$ cat src/rtl/alu_cmd_sequencer_pkg.sv
// Shared types for the ALU command sequencer: command word and sequencer states.
package alu_cmd_pkg;

    localparam int FUNC_W = 3;
    localparam int OPND_W = 4;

    typedef struct packed {
        logic [FUNC_W-1:0] func;
        logic [OPND_W-1:0] operand;
    } cmd_t;

    typedef enum logic [1:0] {
        IDLE  = 2'd0,
        RUN   = 2'd1,
        PAUSE = 2'd2,
        DONE  = 2'd3
    } seq_state_t;

endpackage

$ cat src/rtl/alu_cmd_sequencer_fifo.sv
// Synchronous command FIFO (module cmd_fifo): head data is combinational,
// flush clears pointers and drops any same-cycle push.
module cmd_fifo
    import alu_cmd_pkg::*;
#(
    parameter int DEPTH = 8
) (
    input  logic                     clk,
    input  logic                     reset,
    input  logic                     push,
    input  logic                     pop,
    input  logic                     flush,
    input  cmd_t                     push_data,
    output cmd_t                     head,
    output logic                     full,
    output logic                     empty,
    output logic [$clog2(DEPTH):0]   count
);

    localparam int AW = $clog2(DEPTH);
    localparam logic [AW:0] FULL_CNT = DEPTH[AW:0];

    cmd_t            mem_q [DEPTH];
    logic [AW-1:0]   wr_ptr_q, rd_ptr_q;
    logic [AW:0]     cnt_q;
    logic            do_push, do_pop;

    assign full    = (cnt_q == FULL_CNT);
    assign empty   = (cnt_q == '0);
    assign count   = cnt_q;
    assign head    = mem_q[rd_ptr_q];
    assign do_push = push && !full;
    assign do_pop  = pop && !empty;

    always_ff @(posedge clk) begin
        if (reset || flush) begin
            wr_ptr_q <= '0;
            rd_ptr_q <= '0;
            cnt_q    <= '0;
        end else begin
            if (do_push) wr_ptr_q <= wr_ptr_q + 1'b1;
            if (do_pop)  rd_ptr_q <= rd_ptr_q + 1'b1;
            // push+pop together leaves the occupancy unchanged
            if (do_push && !do_pop)      cnt_q <= cnt_q + 1'b1;
            else if (do_pop && !do_push) cnt_q <= cnt_q - 1'b1;
        end
    end

    always_ff @(posedge clk) begin
        if (do_push && !flush && !reset) mem_q[wr_ptr_q] <= push_data;
    end

endmodule

$ cat src/rtl/alu_cmd_sequencer.sv
// Queues {func, operand} commands and issues them to the ALU/accumulator stage.
// Optional CMD_SINGLE_STEP_EN adds step_mode/step for one-command-per-step issue.
module alu_cmd_sequencer
    import alu_cmd_pkg::*;
#(
    parameter int DEPTH = 8,
    parameter int CNT_W = 8
) (
    input  logic              clk,
    input  logic              reset,
    input  logic              wr_valid,
    output logic              wr_ready,
    input  logic [FUNC_W-1:0] wr_func,
    input  logic [OPND_W-1:0] wr_operand,
    input  logic              start,
    input  logic              pause,
    input  logic              abort,
`ifdef CMD_SINGLE_STEP_EN
    input  logic              step_mode,
    input  logic              step,
`endif
    output logic              out_valid,
    input  logic              out_ready,
    output logic [FUNC_W-1:0] out_func,
    output logic [OPND_W-1:0] out_operand,
    output logic              busy,
    output logic              done,
    output logic              empty,
    output logic [CNT_W-1:0]  issued_cnt
);

    localparam int AW = $clog2(DEPTH);

    seq_state_t          state_q, state_d;
    logic [CNT_W-1:0]    cnt_q, cnt_d;
    cmd_t                head, wr_cmd;
    logic                full, push, fire, issue_ok, last;
    logic [AW:0]         fifo_count;

    assign wr_cmd.func    = wr_func;
    assign wr_cmd.operand = wr_operand;
    assign wr_ready       = !full;
    assign push           = wr_valid && wr_ready && !abort;

    cmd_fifo #(.DEPTH(DEPTH)) u_fifo (
        .clk       (clk),
        .reset     (reset),
        .push      (push),
        .pop       (fire),
        .flush     (abort),
        .push_data (wr_cmd),
        .head      (head),
        .full      (full),
        .empty     (empty),
        .count     (fifo_count)
    );

`ifdef CMD_SINGLE_STEP_EN
    logic armed_q, armed_d;

    assign issue_ok = !step_mode || armed_q;

    // A step arms exactly one issue; the fire that consumes it disarms.
    always_comb begin
        armed_d = armed_q;
        if (fire) armed_d = 1'b0;
        if (step && step_mode && state_q == RUN) armed_d = 1'b1;
        if (!step_mode) armed_d = 1'b0;
    end

    always_ff @(posedge clk) begin
        if (reset || abort) armed_q <= 1'b0;
        else                armed_q <= armed_d;
    end
`else
    assign issue_ok = 1'b1;
`endif

    // pause masks out_valid in the very cycle it rises, before the FSM moves
    assign out_valid   = (state_q == RUN) && !empty && !pause && issue_ok;
    assign fire        = out_valid && out_ready;
    assign out_func    = out_valid ? head.func    : '0;
    assign out_operand = out_valid ? head.operand : '0;
    assign busy        = (state_q == RUN) || (state_q == PAUSE);
    assign done        = (state_q == DONE);
    assign issued_cnt  = cnt_q;
    assign last        = (fifo_count == {{AW{1'b0}}, 1'b1}) && !push;

    always_comb begin
        state_d = state_q;
        cnt_d   = cnt_q;
        if (fire) cnt_d = cnt_q + 1'b1;
        case (state_q)
            IDLE:    if (start) state_d = empty ? DONE : RUN;
            RUN: begin
                if (pause)             state_d = PAUSE;
                else if (fire && last) state_d = DONE;
            end
            PAUSE:   if (!pause) state_d = RUN;
            DONE:    state_d = IDLE;
            default: state_d = IDLE;
        endcase
        if (abort) begin
            state_d = IDLE;
            cnt_d   = '0;
        end
    end

    always_ff @(posedge clk) begin
        if (reset) begin
            state_q <= IDLE;
            cnt_q   <= '0;
        end else begin
            state_q <= state_d;
            cnt_q   <= cnt_d;
        end
    end

endmodule

$ cat config.mk
export PLATFORM = sky130hd
export DESIGN_NAME = alu_cmd_sequencer
export DESIGN_NICKNAME = d
export VERILOG_FILES = /design/src/rtl/alu_cmd_sequencer_pkg.sv /design/src/rtl/alu_cmd_sequencer_fifo.sv /design/src/rtl/alu_cmd_sequencer.sv
export SDC_FILE = /design/constraint.sdc
export NUM_CORES = 1
export LEC_CHECK = 0
export BUFFER_PORTS_ARGS = -buffer_cell sky130_fd_sc_hd__buf_2
export CAP_MARGIN = 25
export CORE_MARGIN = 5
export CORE_UTILIZATION = 35
export DETAILED_ROUTE_END_ITERATION = 10
export PLACE_DENSITY = 0.52
export RECOVER_POWER = 25
export SLEW_MARGIN = 20
export SYNTH_ARGS = -nofsm -noshare
export SYNTH_HDL_FRONTEND = slang
export SYNTH_SLANG_ARGS = --single-unit
$ cat constraint.sdc
create_clock -name clk -period 2.4 [get_ports clk]
set_input_delay 0.36 -clock clk [delete_from_list [all_inputs] [get_ports clk]]
set_output_delay 0.36 -clock clk [all_outputs]
set_load 0.02 [all_outputs]
======== After elaboration in Yosys (flattened, before gate mapping) ========
Memory sizes are Yosys's and may differ from the RTL's. A register that Yosys moved wholly into a read port is not among the register bits.
Index checks and enable logic that the tools add are counted.
word-level totals
  input bits .............................. 14
  memory bits (writable) .................. 56
  output and inout bits ................... 20
  memories kept ........................... 1
  register bits after elaboration ......... 20
  word-level logic and storage cells ...... 61
memory list
  name          depth  width  read ports  clocked after memory_dff  write ports  RTL line                      RTL
  u_fifo.mem_q  8      7      1           1                         1            alu_cmd_sequencer_fifo.sv:23  cmd_t mem_q [DEPTH];
operators by class
  reductions and logical operators ........ 28
  equality and inequality tests ........... 8
  multiplexer cells ....................... 14
  add/sub/neg operators ................... 5
operators with widths
  cell                   number
  $logic_and A1 B1 Y1    13
  $mux W4                3
  $mux W2                5
  $mux W3                3
  $add A8 B1 Y8 const B  1
  $logic_not A1 Y1       8
  $pmux W2 S4            1
  $add A3 B1 Y3 const B  2
  $add A4 B1 Y4 const B  1
  $eq A2 B2 Y1 const B   2
  $eq A4 B1 Y1 const B   1
  $eq A4 B4 Y1 const B   1
  $logic_not A4 Y1       1
  $ne A2 B2 Y1 const B   2
  $sub A4 B1 Y4 const B  1
  $ne A3 B2 Y1 const B   1
  $reduce_and A3 Y1      1
  $eq A2 B1 Y1 const B   1
  $logic_not A2 Y1       1
  $logic_or A1 B1 Y1     2
  $mux W1                2
  $reduce_bool A2 Y1     1
  $reduce_or A2 Y1       1

======== Logic depth before layout (Yosys ltp) ========
  depth after elaboration ................. 10
  gate-level depth with buffers ........... 10

======== Hierarchy ========
Synthesis repeated with hierarchy kept, for this count alone.
second synthesis, totals
  cell total of the unflattened synthesis .. 229
  area, all modules ....................... 3440.8 um2
by module, submodules not included
  module             cells each  instances  area each (um2)
  cmd_fifo           156         1          2786.4
  alu_cmd_sequencer  73          1          654.4

======== Worst setup path before layout ========
Ideal clock, no wire load.
  kind .................................... register to register
  start point ............................. reg u_fifo.cnt_q[0] (netlist: u_fifo.count[0])
  end point ............................... mem u_fifo.mem_q[2][0] in the netlist's numbering, enable pin
  buffers on the path ..................... 0
  slack ................................... -52 ps
  required time ........................... 2010 ps
  cell stages (with the launch flop) ...... 8
  data arrival time ....................... 2061 ps
  period minus slack after synthesis ...... 2452 ps
  cells stage by stage .................... dfxtp_1 inv_1 ha_1 nand3b_1 nand2_1 inv_1 nand2_1 nor4_1
on the way
  longest elaborated chain between the ends .. 9
ends and longest elaborated chain
  element                                RTL line                      RTL
  start, declared                        alu_cmd_sequencer_fifo.sv:25  logic [AW:0] cnt_q;
  start signal, assigned                 alu_cmd_sequencer_fifo.sv:44  if (do_push && !do_pop) cnt_q <= cnt_q + 1'b1;
  start signal, assigned                 alu_cmd_sequencer_fifo.sv:45  else if (do_pop && !do_push) cnt_q <= cnt_q - 1'b1;
  $eq A4 B4 Y1 (*)                       alu_cmd_sequencer_fifo.sv:28  assign full = (cnt_q == FULL_CNT);
  $logic_not A1 Y1 (*)                   alu_cmd_sequencer.sv:42       assign wr_ready = !full;
  named net wr_ready                     alu_cmd_sequencer.sv:12       output logic wr_ready,
  $logic_and A1 B1 Y1 (2 in series)      alu_cmd_sequencer.sv:43       assign push = wr_valid && wr_ready && !abort;
  $logic_and A1 B1 Y1 (*)                alu_cmd_sequencer_fifo.sv:32  assign do_push = push && !full;
  named net u_fifo.do_push               alu_cmd_sequencer_fifo.sv:26  logic do_push, do_pop;
  $logic_and A1 B1 Y1 (*) (2 in series)  alu_cmd_sequencer_fifo.sv:50  if (do_push && !flush && !reset) mem_q[wr_ptr_q] <= push_data;
  $mux W1 (*)                            alu_cmd_sequencer_fifo.sv:50
  $mux W1 (not written as such) (*)      alu_cmd_sequencer_fifo.sv:50
  end, declared                          alu_cmd_sequencer_fifo.sv:23
Mark *: on every way through the listed nets, which the timed path passes. The rest lies on a longest branch.

======== Worst setup path after layout ========
  start point ............................. reg u_fifo.cnt_q[1] (netlist: u_fifo.count[1])
  end point ............................... out out_operand[1]
on the way
  longest elaborated chain between the ends .. 5
ends and longest elaborated chain
  element                            RTL line                      RTL
  $logic_not A4 Y1                   alu_cmd_sequencer_fifo.sv:29  assign empty = (cnt_q == '0);
  $logic_not A1 Y1                   alu_cmd_sequencer.sv:80       assign out_valid = (state_q == RUN) && !empty && !pause && issue_ok;
  $logic_and A1 B1 Y1 (2 in series)  alu_cmd_sequencer.sv:80
  $mux W4                            alu_cmd_sequencer.sv:83       assign out_operand = out_valid ? head.operand : '0;
  end, declared                      alu_cmd_sequencer.sv:25       output logic [OPND_W-1:0] out_operand,
No other way between the ends.

==> results.md <==
- Mean post-synth cell area: between 10 and 15 um^2
- Synth Area in XOR/XNOR: roughly 3.6%
- Power, Total: between 2000 and 3000 uW
- Max_slew headroom: between 60% and 70%
- Routed vias/inst: roughly 4.6
- FMAX: about 440 MHz
- Maxcap violations: 0
- Synth top area share: roughly half
- I/O pin cnt: 34
- Wire length of the first global-routing pass: slightly above 10 mm
- Share of layout cells above drive strength 1: around 28%
- Sequential-to-total area share from yosys stat: 62.83%
- Worst Hold Class: primary input to flop
- Via Count: slightly below 2,000
- Synth Flop Type: edfxtp_1
- Worst-margin pin slew: about 0.53 ns
- Syn_nets: 260
- CTS Sinks: 79
- Most frequent cells in the layout: edfxtp_1, nor2_1, buf_2
- Congestion Overflow GR: 0
- Most common cell after layout, fill and taps aside: edfxtp_1
- Routed length per placed instance: 15.04 um
- Final core utilization: around two fifths
- Synth Area in Compound Gates: under 10%
- Top sig layer: met4
- Starting DRT DRC Count: between 80 and 90
- Fin nets: slightly above 300
- Post-synth EDFFs: between 50 and 60
- Crit path DAT: about 1.9 ns
- Setup_tns: 0 ns
- DP Wirelength: 4.231 mm
- CP Class: flop to output port
- Status: finished, final reports clean
- Routed Antenna Nets: 0
- DRT Wirelength: around 6.3 mm
- DIE WIDTH: approximately 110 um
- Full die area: 0.01182 mm^2
- CP Launch Type: flop
- Cell Pwr Density: between 600 and 700 mW/mm^2
- H-tree depth: 3
- P_leak: 0.001383 uW
- Initial antenna violation count: 0
- Area grow syn2layout: 17.50%
- Chip height: ~110 um
- Endpoints failing hold: 0
- CTS buffer count: 9
- Synth area leader: edfxtp_1
- Starting Density: a little over a third
- Simple-gate share of the synthesized area: between 10% and 20%
- Site row count: 36
- Met3 wire len: just under 200 um
- Netlist cell types: 41
- Max-slew violations: 0
- Post-CTS Setup Bufs: 0
- Wire length on met2: approximately 2.9 mm
- Largest net degree at the start of global routing: 21
- DRC Markers: 0
- Post-synthesis mux area share: a little under an eighth
- Worst-path clk slew: about 0.090 ns
- Cell Area, Synth: ~0.0034 mm^2
- Clock tree buffer depth: 2
- CP max FO: 12
- Place WS: around 0.19 ns
- Vias in the first global route: ~2,000
- Crit end category: output port
- Setup ws final: about 0.12 ns
- CTS tree: yes
- FF+latch count, synth: 79
- Fraction of registers with async set/reset: 0%
- Fin crit share: about 95%
- Fin Clk Skew: roughly 0.012 ns
- Cells after Synth: roughly 240
- Critical Path RT: between 2 and 2.5 ns
- DRT met1 WL: 3.103 mm
- GP Congestion: ~0.7
- Core ar.: between 0.009 and 0.01 mm^2
- Final min period: around 2.3 ns
- Port Buffers: 33
- TritonRoute pass-1 iters: 4
- CTS Root Cell: clkbuf_8
- Largest family of logic cells by synthesized area: simple AND/OR/NAND/NOR gates
- Total global-route track usage: between 10% and 20%
- Top cells by area, synth: edfxtp_1, dfxtp_1, mux4_2, ha_1, nor2_1
- Yosys warns: 0
- Diode count: 0
- RSZ-0062 raised after global routing: false
- Final setup fails: 0
- Max IR drop VDD: roughly 0.25 mV
- Clk Latency, worst-skew pair: between 0.3 and 0.4 ns
- Post-Synth Adder-Cell Area: ~4.0%
- Hold-fix buffers at CTS: 0
[kinds of logic (layout without fill, tap and decap cells)]
group / after synthesis / after routing
simple gates: 76 / 76
mux: 22 / 22
fa+ha+maj: 11 / 11
compound gates: 16 / 16
flops: 79 / 79
xor+xnor: 14 / 14
buf+inv: 17 / 71
[per-stage QoR]
stage | hold WS [ns] | instance area [um^2] | cells
global route | 0.3366 | 4006 | 422
CTS | 0.2668 | 3999 | 422
detailed placement | 0.5028 | 3785 | 406
global placement | 0.4931 | 3785 | 406
finish | 0.3171 | 4006 | 422
floorplan | 0.4589 | 3416 | 235
[cells in the mapped netlist, drive strengths merged, types with 3 or more instances]
cell type  instances
mux4              14
dfxtp             23
nand3              4
mux2i              8
nor4b              3
buf                5
xor2               3
xnor2             11
o21ai              5
nand2             10
a21oi              6
inv                8
nor3               5
nor2              32
edfxtp            56
nand4              4
ha                11
clkbuf             4
nand3b             3
nor3b              3
[final cells by class]
type                       instances  area [um^2]
tap                              133        166.4
multi-input combinational        139         1184
fill                             936         5633
clock inverter                     7        86.33
inverter                           8        30.03
clock buffer                       9        123.9
timing repair buffer              47        272.8
sequential                        79         2143
[power by group]
| group | switching, uW | internal (uW) | leakage [uW] | total, uW |
|---|---|---|---|---|
| clock | 517 | 504 | 0.000104 | 1020 |
| sequential | 9.12 | 1470 | 0.000691 | 1480 |
| combinational | 88.6 | 58.9 | 0.000588 | 147 |
[final timing paths]
kind / startpoint / slack (ns) / end / cells past startpoint
max reg2reg: u_fifo.count[1] / 0.25 / u_fifo.count[3] / 10
min: abort / 0.32 / state_q[0] / 3
max: u_fifo.count[1] / 0.12 / out_operand[1] / 7
min reg2reg: u_fifo.rd_ptr_q[1] / 0.51 / u_fifo.rd_ptr_q[1] / 2
[repair_timing]
action	CTS	global route
gates resized for setup	2	6
setup endpoints to repair	8	8
pin swaps	0	1
[worst max-delay path, stage by stage, from the launching register on]
cell	delay, ns
dfxtp_2	0.37
inv_1	0.06
ha_1	0.22
nor3b_2	0.18
buf_6	0.15
or2_4	0.30
nor2_1	0.13
buf_2	0.17
[per-layer routing]
metal  track usage, %  vias to the layer above
li1                 -                      966
met1            16.92                      945
met2            17.43                       30
met3            2.131                       10
met4            4.599                        0
met5                0                        -
[registers in the layout, indices dropped and copies added (netlist names), named ones only]
name	count
state_q	2
u_fifo.rd_ptr_q	3
issued_cnt	8
u_fifo.count	4
u_fifo.wr_ptr_q	3
u_fifo.mem_q	56
(Power assumes the default switching activity.)
